<file path="config.mk">
export PLATFORM = sky130hd
export DESIGN_NAME = uart_rx_fsm
export DESIGN_NICKNAME = d
export VERILOG_FILES = /design/src/rtl/uart_rx_fsm.sv
export SDC_FILE = /design/constraint.sdc
export NUM_CORES = 1
export LEC_CHECK = 0
export ABC_CLOCK_PERIOD_IN_PS = 1980
export BUFFER_PORTS_ARGS = -buffer_cell sky130_fd_sc_hd__buf_2
export CAP_MARGIN = 20
export CORE_MARGIN = 2
export CORE_UTILIZATION = 48
export DETAILED_ROUTE_END_ITERATION = 10
export PLACE_DENSITY = 0.88
export SLEW_MARGIN = 20
export SYNTH_ARGS = -nofsm -noshare
export SYNTH_HDL_FRONTEND = slang
export SYNTH_SLANG_ARGS = --single-unit
</file>
<file path="constraint.sdc">
create_clock -name clk -period 1.98 [get_ports clk]
set_input_delay 0 -clock clk [delete_from_list [all_inputs] [get_ports clk]]
set_output_delay 0 -clock clk [all_outputs]
set_load 0.01 [all_outputs]
</file>
<file path="src/rtl/uart_rx_fsm.sv">
// UART receive controller: sequences start/data/parity/stop bit windows
// for an external edge/bit counter and data sampler, assembles the byte and flags errors.
`timescale 1ns/1ps
module uart_rx_fsm (
   input  logic       clk,
   input  logic       rst,
   input  logic       rx_in,
   input  logic       sampled_bit,
   input  logic       par_en,
   input  logic       par_typ,
   input  logic [4:0] prescale,
   input  logic [4:0] edge_cnt,
   input  logic [2:0] bit_cnt,
   output logic       edge_en,
   output logic       bit_en,
   output logic       dat_samp_en,
   output logic [7:0] p_data,
   output logic       data_valid,
   output logic       par_err,
   output logic       stp_err
);

   localparam int unsigned DATA_W = 8;
   localparam int unsigned CNT_W  = 3;

   typedef enum logic [2:0] {
      IDLE   = 3'd0,
      START  = 3'd1,
      DATA   = 3'd2,
      PARITY = 3'd3,
      STOP   = 3'd4,
      CHK    = 3'd5
   } state_e;

   state_e            state_q, state_d;
   logic [DATA_W-1:0] p_data_q, p_data_d;
   logic              par_en_q, par_en_d;
   logic              par_typ_q, par_typ_d;
   logic              par_err_q, par_err_d;
   logic              stp_err_q, stp_err_d;
   logic              data_valid_q, data_valid_d;
   logic              edge_en_q, edge_en_d;
   logic              bit_en_q, bit_en_d;
   logic              dat_samp_en_q, dat_samp_en_d;
   logic              bit_end;
   logic              exp_par;

   // Next state, datapath updates and Moore outputs decoded from the next state
   always_comb begin
      state_d       = state_q;
      p_data_d      = p_data_q;
      par_en_d      = par_en_q;
      par_typ_d     = par_typ_q;
      par_err_d     = par_err_q;
      stp_err_d     = stp_err_q;
      bit_end       = (edge_cnt == prescale);
      exp_par       = par_typ_q ? ~(^p_data_q) : (^p_data_q);

      unique case (state_q)
         IDLE: begin
            if (!rx_in) begin
               state_d   = START;
               par_en_d  = par_en;
               par_typ_d = par_typ;
               par_err_d = 1'b0;
               stp_err_d = 1'b0;
            end
         end
         START: begin
            // A high sample at the end of the start bit is a line glitch
            if (bit_end) begin
               state_d = sampled_bit ? IDLE : DATA;
            end
         end
         DATA: begin
            if (bit_end) begin
               p_data_d = {sampled_bit, p_data_q[DATA_W-1:1]};
               if (bit_cnt == CNT_W'(DATA_W - 1)) begin
                  state_d = par_en_q ? PARITY : STOP;
               end
            end
         end
         PARITY: begin
            if (bit_end) begin
               par_err_d = (sampled_bit != exp_par);
               state_d   = STOP;
            end
         end
         STOP: begin
            if (bit_end) begin
               stp_err_d = ~sampled_bit;
               state_d   = CHK;
            end
         end
         CHK: begin
            // Back-to-back frame: the next start bit may already be on the line
            if (!rx_in) begin
               state_d   = START;
               par_en_d  = par_en;
               par_typ_d = par_typ;
               par_err_d = 1'b0;
               stp_err_d = 1'b0;
            end else begin
               state_d = IDLE;
            end
         end
         default: state_d = IDLE;
      endcase

      edge_en_d     = (state_d == START) || (state_d == DATA) ||
                      (state_d == PARITY) || (state_d == STOP);
      dat_samp_en_d = edge_en_d;
      bit_en_d      = (state_d == DATA);
      data_valid_d  = (state_d == CHK) && !par_err_d && !stp_err_d;
   end

   always_ff @(posedge clk or negedge rst) begin
      if (!rst) begin
         state_q       <= IDLE;
         p_data_q      <= '0;
         par_en_q      <= 1'b0;
         par_typ_q     <= 1'b0;
         par_err_q     <= 1'b0;
         stp_err_q     <= 1'b0;
         data_valid_q  <= 1'b0;
         edge_en_q     <= 1'b0;
         bit_en_q      <= 1'b0;
         dat_samp_en_q <= 1'b0;
      end else begin
         state_q       <= state_d;
         p_data_q      <= p_data_d;
         par_en_q      <= par_en_d;
         par_typ_q     <= par_typ_d;
         par_err_q     <= par_err_d;
         stp_err_q     <= stp_err_d;
         data_valid_q  <= data_valid_d;
         edge_en_q     <= edge_en_d;
         bit_en_q      <= bit_en_d;
         dat_samp_en_q <= dat_samp_en_d;
      end
   end

   assign edge_en     = edge_en_q;
   assign bit_en      = bit_en_q;
   assign dat_samp_en = dat_samp_en_q;
   assign p_data      = p_data_q;
   assign data_valid  = data_valid_q;
   assign par_err     = par_err_q;
   assign stp_err     = stp_err_q;

endmodule

</file>
---- After elaboration in Yosys (flattened, before gate mapping) ----
Index checks and enable logic that the tools add are counted.
word-level totals
  register bits after elaboration ......... 18
  bits of input ports ..................... 19
  output and inout port bits .............. 14
  word-level logic and storage cells ...... 54
cells by class
  eq/ne operators ......................... 13
  multiplexer cells ....................... 17
  bitwise gates (word level) .............. 3
  reductions and logical operators ........ 12
operators with widths
  operator                                                         number
  3-bit 2-to-1 mux                                                 7
  3-bit one-hot mux with 6 select lines                            1
  3-bit == test, second input constant                             5
  3-bit by 2-bit == test with 1-bit output, second input constant  4
  8-bit XOR reduction                                              1
  3-bit by 1-bit == test with 1-bit output, second input constant  2
  1-bit 2-to-1 mux                                                 6
  5-bit == test                                                    1
  1-bit one-hot mux with 2 select lines                            2
  2-bit AND reduction                                              2
  3-bit logical NOT                                                1
  1-bit logical OR                                                 3
  1-bit inverter                                                   3
  1-bit logical AND                                                2
  1-bit logical NOT                                                2
  2-bit 2-to-1 mux                                                 1
  2-bit OR reduction                                               1
  1-bit inequality test                                            1

---- Depth between registers and ports, before layout ----
  depth in word-level cells ............... 9
  mapped depth ............................ 6
  depth with buffers taken out ............ 5

---- Worst setup path before layout ----
Ideal clock, no wire load.
  path kind ............................... register to register
  start ................................... register p_data_q[2], in the netlist p_data[2]
  end ..................................... register data_valid_q, in the netlist data_valid
  library setup time ...................... 0.096 ns
  arrival time ............................ 1.417 ns
  required time ........................... 1.884 ns
  slack ................................... 0.468 ns
  cell stages (with the launch flop) ...... 6
  clock period less this slack ............ 1.512 ns
  cell sequence ........................... dfrtp_1 > xor2_1 > xnor3_1 > xnor2_1 > mux2i_1 > nor4_2
between the ends
  longest elaborated chain between the ends .. 9
ends and longest elaborated chain
  element                                  line  RTL
  start: declaration                       36    logic [DATA_W-1:0] p_data_q, p_data_d;
  start signal: assignment                 131   p_data_q <= p_data_d;
  8-bit XOR reduction *                    57    exp_par = par_typ_q ? ~(^p_data_q) : (^p_data_q);
  1-bit inverter                           57
  1-bit 2-to-1 mux *                       57
  1-bit inequality test *                  85    par_err_d = (sampled_bit != exp_par);
  1-bit 2-to-1 mux *                       84    if (bit_end) begin
  1-bit one-hot mux with 2 select lines *  59    unique case (state_q)
  named net par_err_d                      39    logic par_err_q, par_err_d;
  1-bit logical NOT *                      114   data_valid_d = (state_d == CHK) && !par_err_d && !stp_err_d;
  1-bit logical AND * (2 in a row)         114
  named net data_valid_d                   41    logic data_valid_q, data_valid_d;
  end signal: assignment                   136   data_valid_q <= data_valid_d;
  end: declaration                         41
Mark *: on every way through the listed nets, which the timed path passes. The rest lies on a longest branch.
A chain may end at the register's enable or synchronous reset.

---- Worst setup path after layout ----
  start ................................... register state_q[2]
  end ..................................... register data_valid_q, in the netlist data_valid
between the ends
  longest elaborated chain between the ends .. 6
  elaborated cells on any way between the ends .. 21
ends and longest elaborated chain
  element                                                    line  RTL
  start: declaration                                         35    state_e state_q, state_d;
  start signal: assignment                                   130   state_q <= state_d;
  3-bit == test / 3-bit logical NOT (equally long branches)  59
  2-bit OR reduction (no source line)                        n/a
  1-bit one-hot mux with 2 select lines *                    59
  named net par_err_d                                        39
  1-bit logical NOT *                                        114
  1-bit logical AND * (2 in a row)                           114
  named net data_valid_d                                     41
Marked as above.

==> results.sh <==
export IMPL_yosysWarnings=0
export IMPL_wl_met1_um=778
export IMPL_hpwl_mm=1.43
export IMPL_core_mm2=0.00192
export IMPL_vias=746
export IMPL_cts_buffers=3
export IMPL_drt_iter0_markers=16
export IMPL_worstMarginPinSlew_ps=392
export IMPL_drv_cap=0
export IMPL_area_growth_syn_to_layout_pct=27.0
export IMPL_cts_path_max_buffers=2
export IMPL_avgRoutedWirePerCell_um=12.4
export IMPL_cts_root_buf="clkbuf_4"
export IMPL_reg2reg_depth=5
export IMPL_drv_slew=0
export IMPL_die_h_um=48.7
export IMPL_drtPass1Iterations=4
export IMPL_gp_congestion=0.847
export IMPL_worst_setup_path_type="flip-flop to flip-flop"
export IMPL_fin_area_mm2=0.00122
export IMPL_min_from="rx_in"
export IMPL_wl_met3_um=107
export IMPL_ir_drop_v=0.000556
export IMPL_yosys_cell_types_count=29
export IMPL_synth_area_um2=958
export IMPL_grt_overflow=0
export IMPL_h_tree_depth=1
export IMPL_top_layer="met4"
export IMPL_max_freq_mhz=638
export IMPL_grt_pass1_wl_mm=3.37
export IMPL_die_area_mm2=0.00237
export IMPL_clkLatencyLatePin_ps=290
export IMPL_ant_nets=0
export IMPL_postSynthAreaPerCell_um2=11.3
export IMPL_track_usage=0.187
export IMPL_io_buffers=32
export IMPL_drive_above_1_share=0.407
export IMPL_ios=33
export IMPL_drt_vias_per_instance=4.97
export IMPL_fp_row_count=16
export IMPL_cp_arrival_ps=1780
export IMPL_fin_crit_sh=0.792
export IMPL_grt_max_degree=19
export IMPL_power_density_mw_per_mm2=837
export IMPL_ys_seq_area_frac=0.470
export IMPL_antenna_found_initial=0
export IMPL_initial_core_util=0.499
export IMPL_cts_tree="done"
export IMPL_syn_nets=104
export IMPL_r2r_start="state_q[2]"
export IMPL_drc=0
export IMPL_r2r_setup_slack_ps=410
export IMPL_grt_pass1_vias=783
export IMPL_fp_dieW_um=48.7
export IMPL_rsz0062_at_grt="no"
export IMPL_finalSetupTns_ps=0
export IMPL_outcome="finished, final reports clean"
export IMPL_clkTransAtPathRegs_ps=100
export IMPL_fin_crit_ps=1570
export IMPL_synth_cells=85
export IMPL_min_to="state_q[0]"
export IMPL_clock_sinks=18
export IMPL_required_ps=2190
export IMPL_place_area_mm2=0.00114
export IMPL_p_total_mw=1.02
export IMPL_setup_viol=0
export IMPL_timing_slew_headroom=0.738
export IMPL_nets=143
export IMPL_met2_length_um=942
export IMPL_wirelength_mm=1.86
export IMPL_cp_max_fo=8
export IMPL_r2r_end="data_valid"
export IMPL_p_leak_nw=0.624
export IMPL_cp_end_kind="flip-flop"
export IMPL_hold_viol=0
export IMPL_ys_seq_elements=18
export IMPL_antenna_cells=0
export IMPL_clock_skew_ps=0.818
export IMPL_min_path_type="primary input to flip-flop"
export IMPL_whs_path_depth=3
export IMPL_postCtsSetupBuffers=0
export IMPL_start_kind="flip-flop"
## cell type report
| class | instances | area [um^2] |
|---|---|---|
| fill | 165 | 704 |
| multi-input combinational | 60 | 478 |
| sequential | 18 | 450 |
| timing repair buffer | 36 | 200 |
| clock buffer | 4 | 36.3 |
| tap | 27 | 33.8 |
| inverter | 5 | 18.8 |
## Yosys cell counts
master	count	area, um^2
nand3_1	1	5.00
xnor2_1	6	52.6
o21ai_0	2	10.0
mux2_2	10	113
nand3_4	1	17.5
mux2i_1	2	20.0
nand2b_1	1	6.26
nor2b_1	1	6.26
clkbuf_1	1	3.75
a311oi_1	1	8.76
nor2_1	3	11.3
xor2_1	7	61.3
nor3_2	1	10.0
nor4_2	1	12.5
a21boi_0	1	7.51
dfrtp_1	18	450
o31ai_1	2	15.0
nand2_1	8	30.0
or3_1	2	12.5
nor4_1	1	6.26
and2_2	1	7.51
nor3_1	1	5.00
a31oi_1	3	18.8
a21oi_1	1	5.00
xnor3_1	1	22.5
buf_4	1	7.51
inv_1	5	18.8
or4_1	1	7.51
nand4_1	1	6.26
## layout by cell type (no fill, tap or decap), types with 4 or more instances in the layout
| cell type | netlist | routed |
|---|---|---|
| buf_2 | 0 | 32 |
| dfrtp_1 | 18 | 18 |
| dlygate4sd3_1 | 0 | 4 |
| inv_1 | 5 | 5 |
| mux2_2 | 10 | 10 |
| nand2_1 | 8 | 8 |
| xnor2_1 | 6 | 6 |
| xor2_1 | 7 | 7 |
## where the power goes
group	internal (mW)	switching, mW	leakage [nW]
combinational	0.152	0.157	0.365
sequential	0.423	0.0593	0.238
clock	0.112	0.116	0.0210
## logic make-up (layout without fill, tap and decap cells)
kind of cell,count (synthesis),in the layout,share of synthesized area
multiplexers,12,12,0.138
flip-flops,18,18,0.470
AO/OA/AOI/OAI,10,10,0.0679
AND/OR/NAND/NOR,24,24,0.150
buffers and inverters,7,45,0.0313
XOR/XNOR,14,14,0.142
## layer usage
metal / global-route usage / up-vias
li1: - / 373
met1: 0.220 / 339
met2: 0.315 / 32
met3: 0.0525 / 2
met4: 0.0857 / 0
met5: 0 / -
## worst max-delay path by stage
stage	start	to	slack, ps	cells after the start
after floorplan	p_data[2]	data_valid	470	5
after global placement	p_data[6]	data_valid	470	5
after detailed placement	p_data[2]	data_valid	420	5
after CTS	p_data[6]	data_valid	400	5
after global routing	p_data[6]	data_valid	260	5
final	state_q[2]	data_valid	410	5
## state kept, by name (all words and copies together), names as in the netlist
| name | cells |
|---|---|
| stp_err | 1 |
| par_err | 1 |
| dat_samp_en | 1 |
| par_en_q | 1 |
| p_data | 8 |
| par_typ_q | 1 |
| state_q | 3 |
| bit_en | 1 |
| data_valid | 1 |
## through the flow
| step | instances | setup slack [ps] | utilization | hold slack [ps] |
|---|---|---|---|---|
| 2_1_floorplan | 85 | 468 | - | -296 |
| 3_3_place_gp | 142 | 467 | 0.594 | -60.1 |
| 3_5_place_dp | 142 | 420 | 0.594 | -51.2 |
| 4_1_cts | 150 | 400 | 0.633 | 127 |
| 5_1_grt | 150 | 256 | 0.633 | 166 |
| 6_report | 150 | 413 | 0.633 | 126 |
## critical path, cell delays in order, from the launching register on
cell and delay (ps):
dfrtp_1 480, xor2_1 170, or3_1 420, nand2_1 110, mux2i_1 100, nor4_2 210
## timing repair
action	4_1_cts	5_1_grt
hold buffers	4	0
hold endpoints to repair	22	0
resized for setup	0	0
Power figures use the tool's default switching activity.
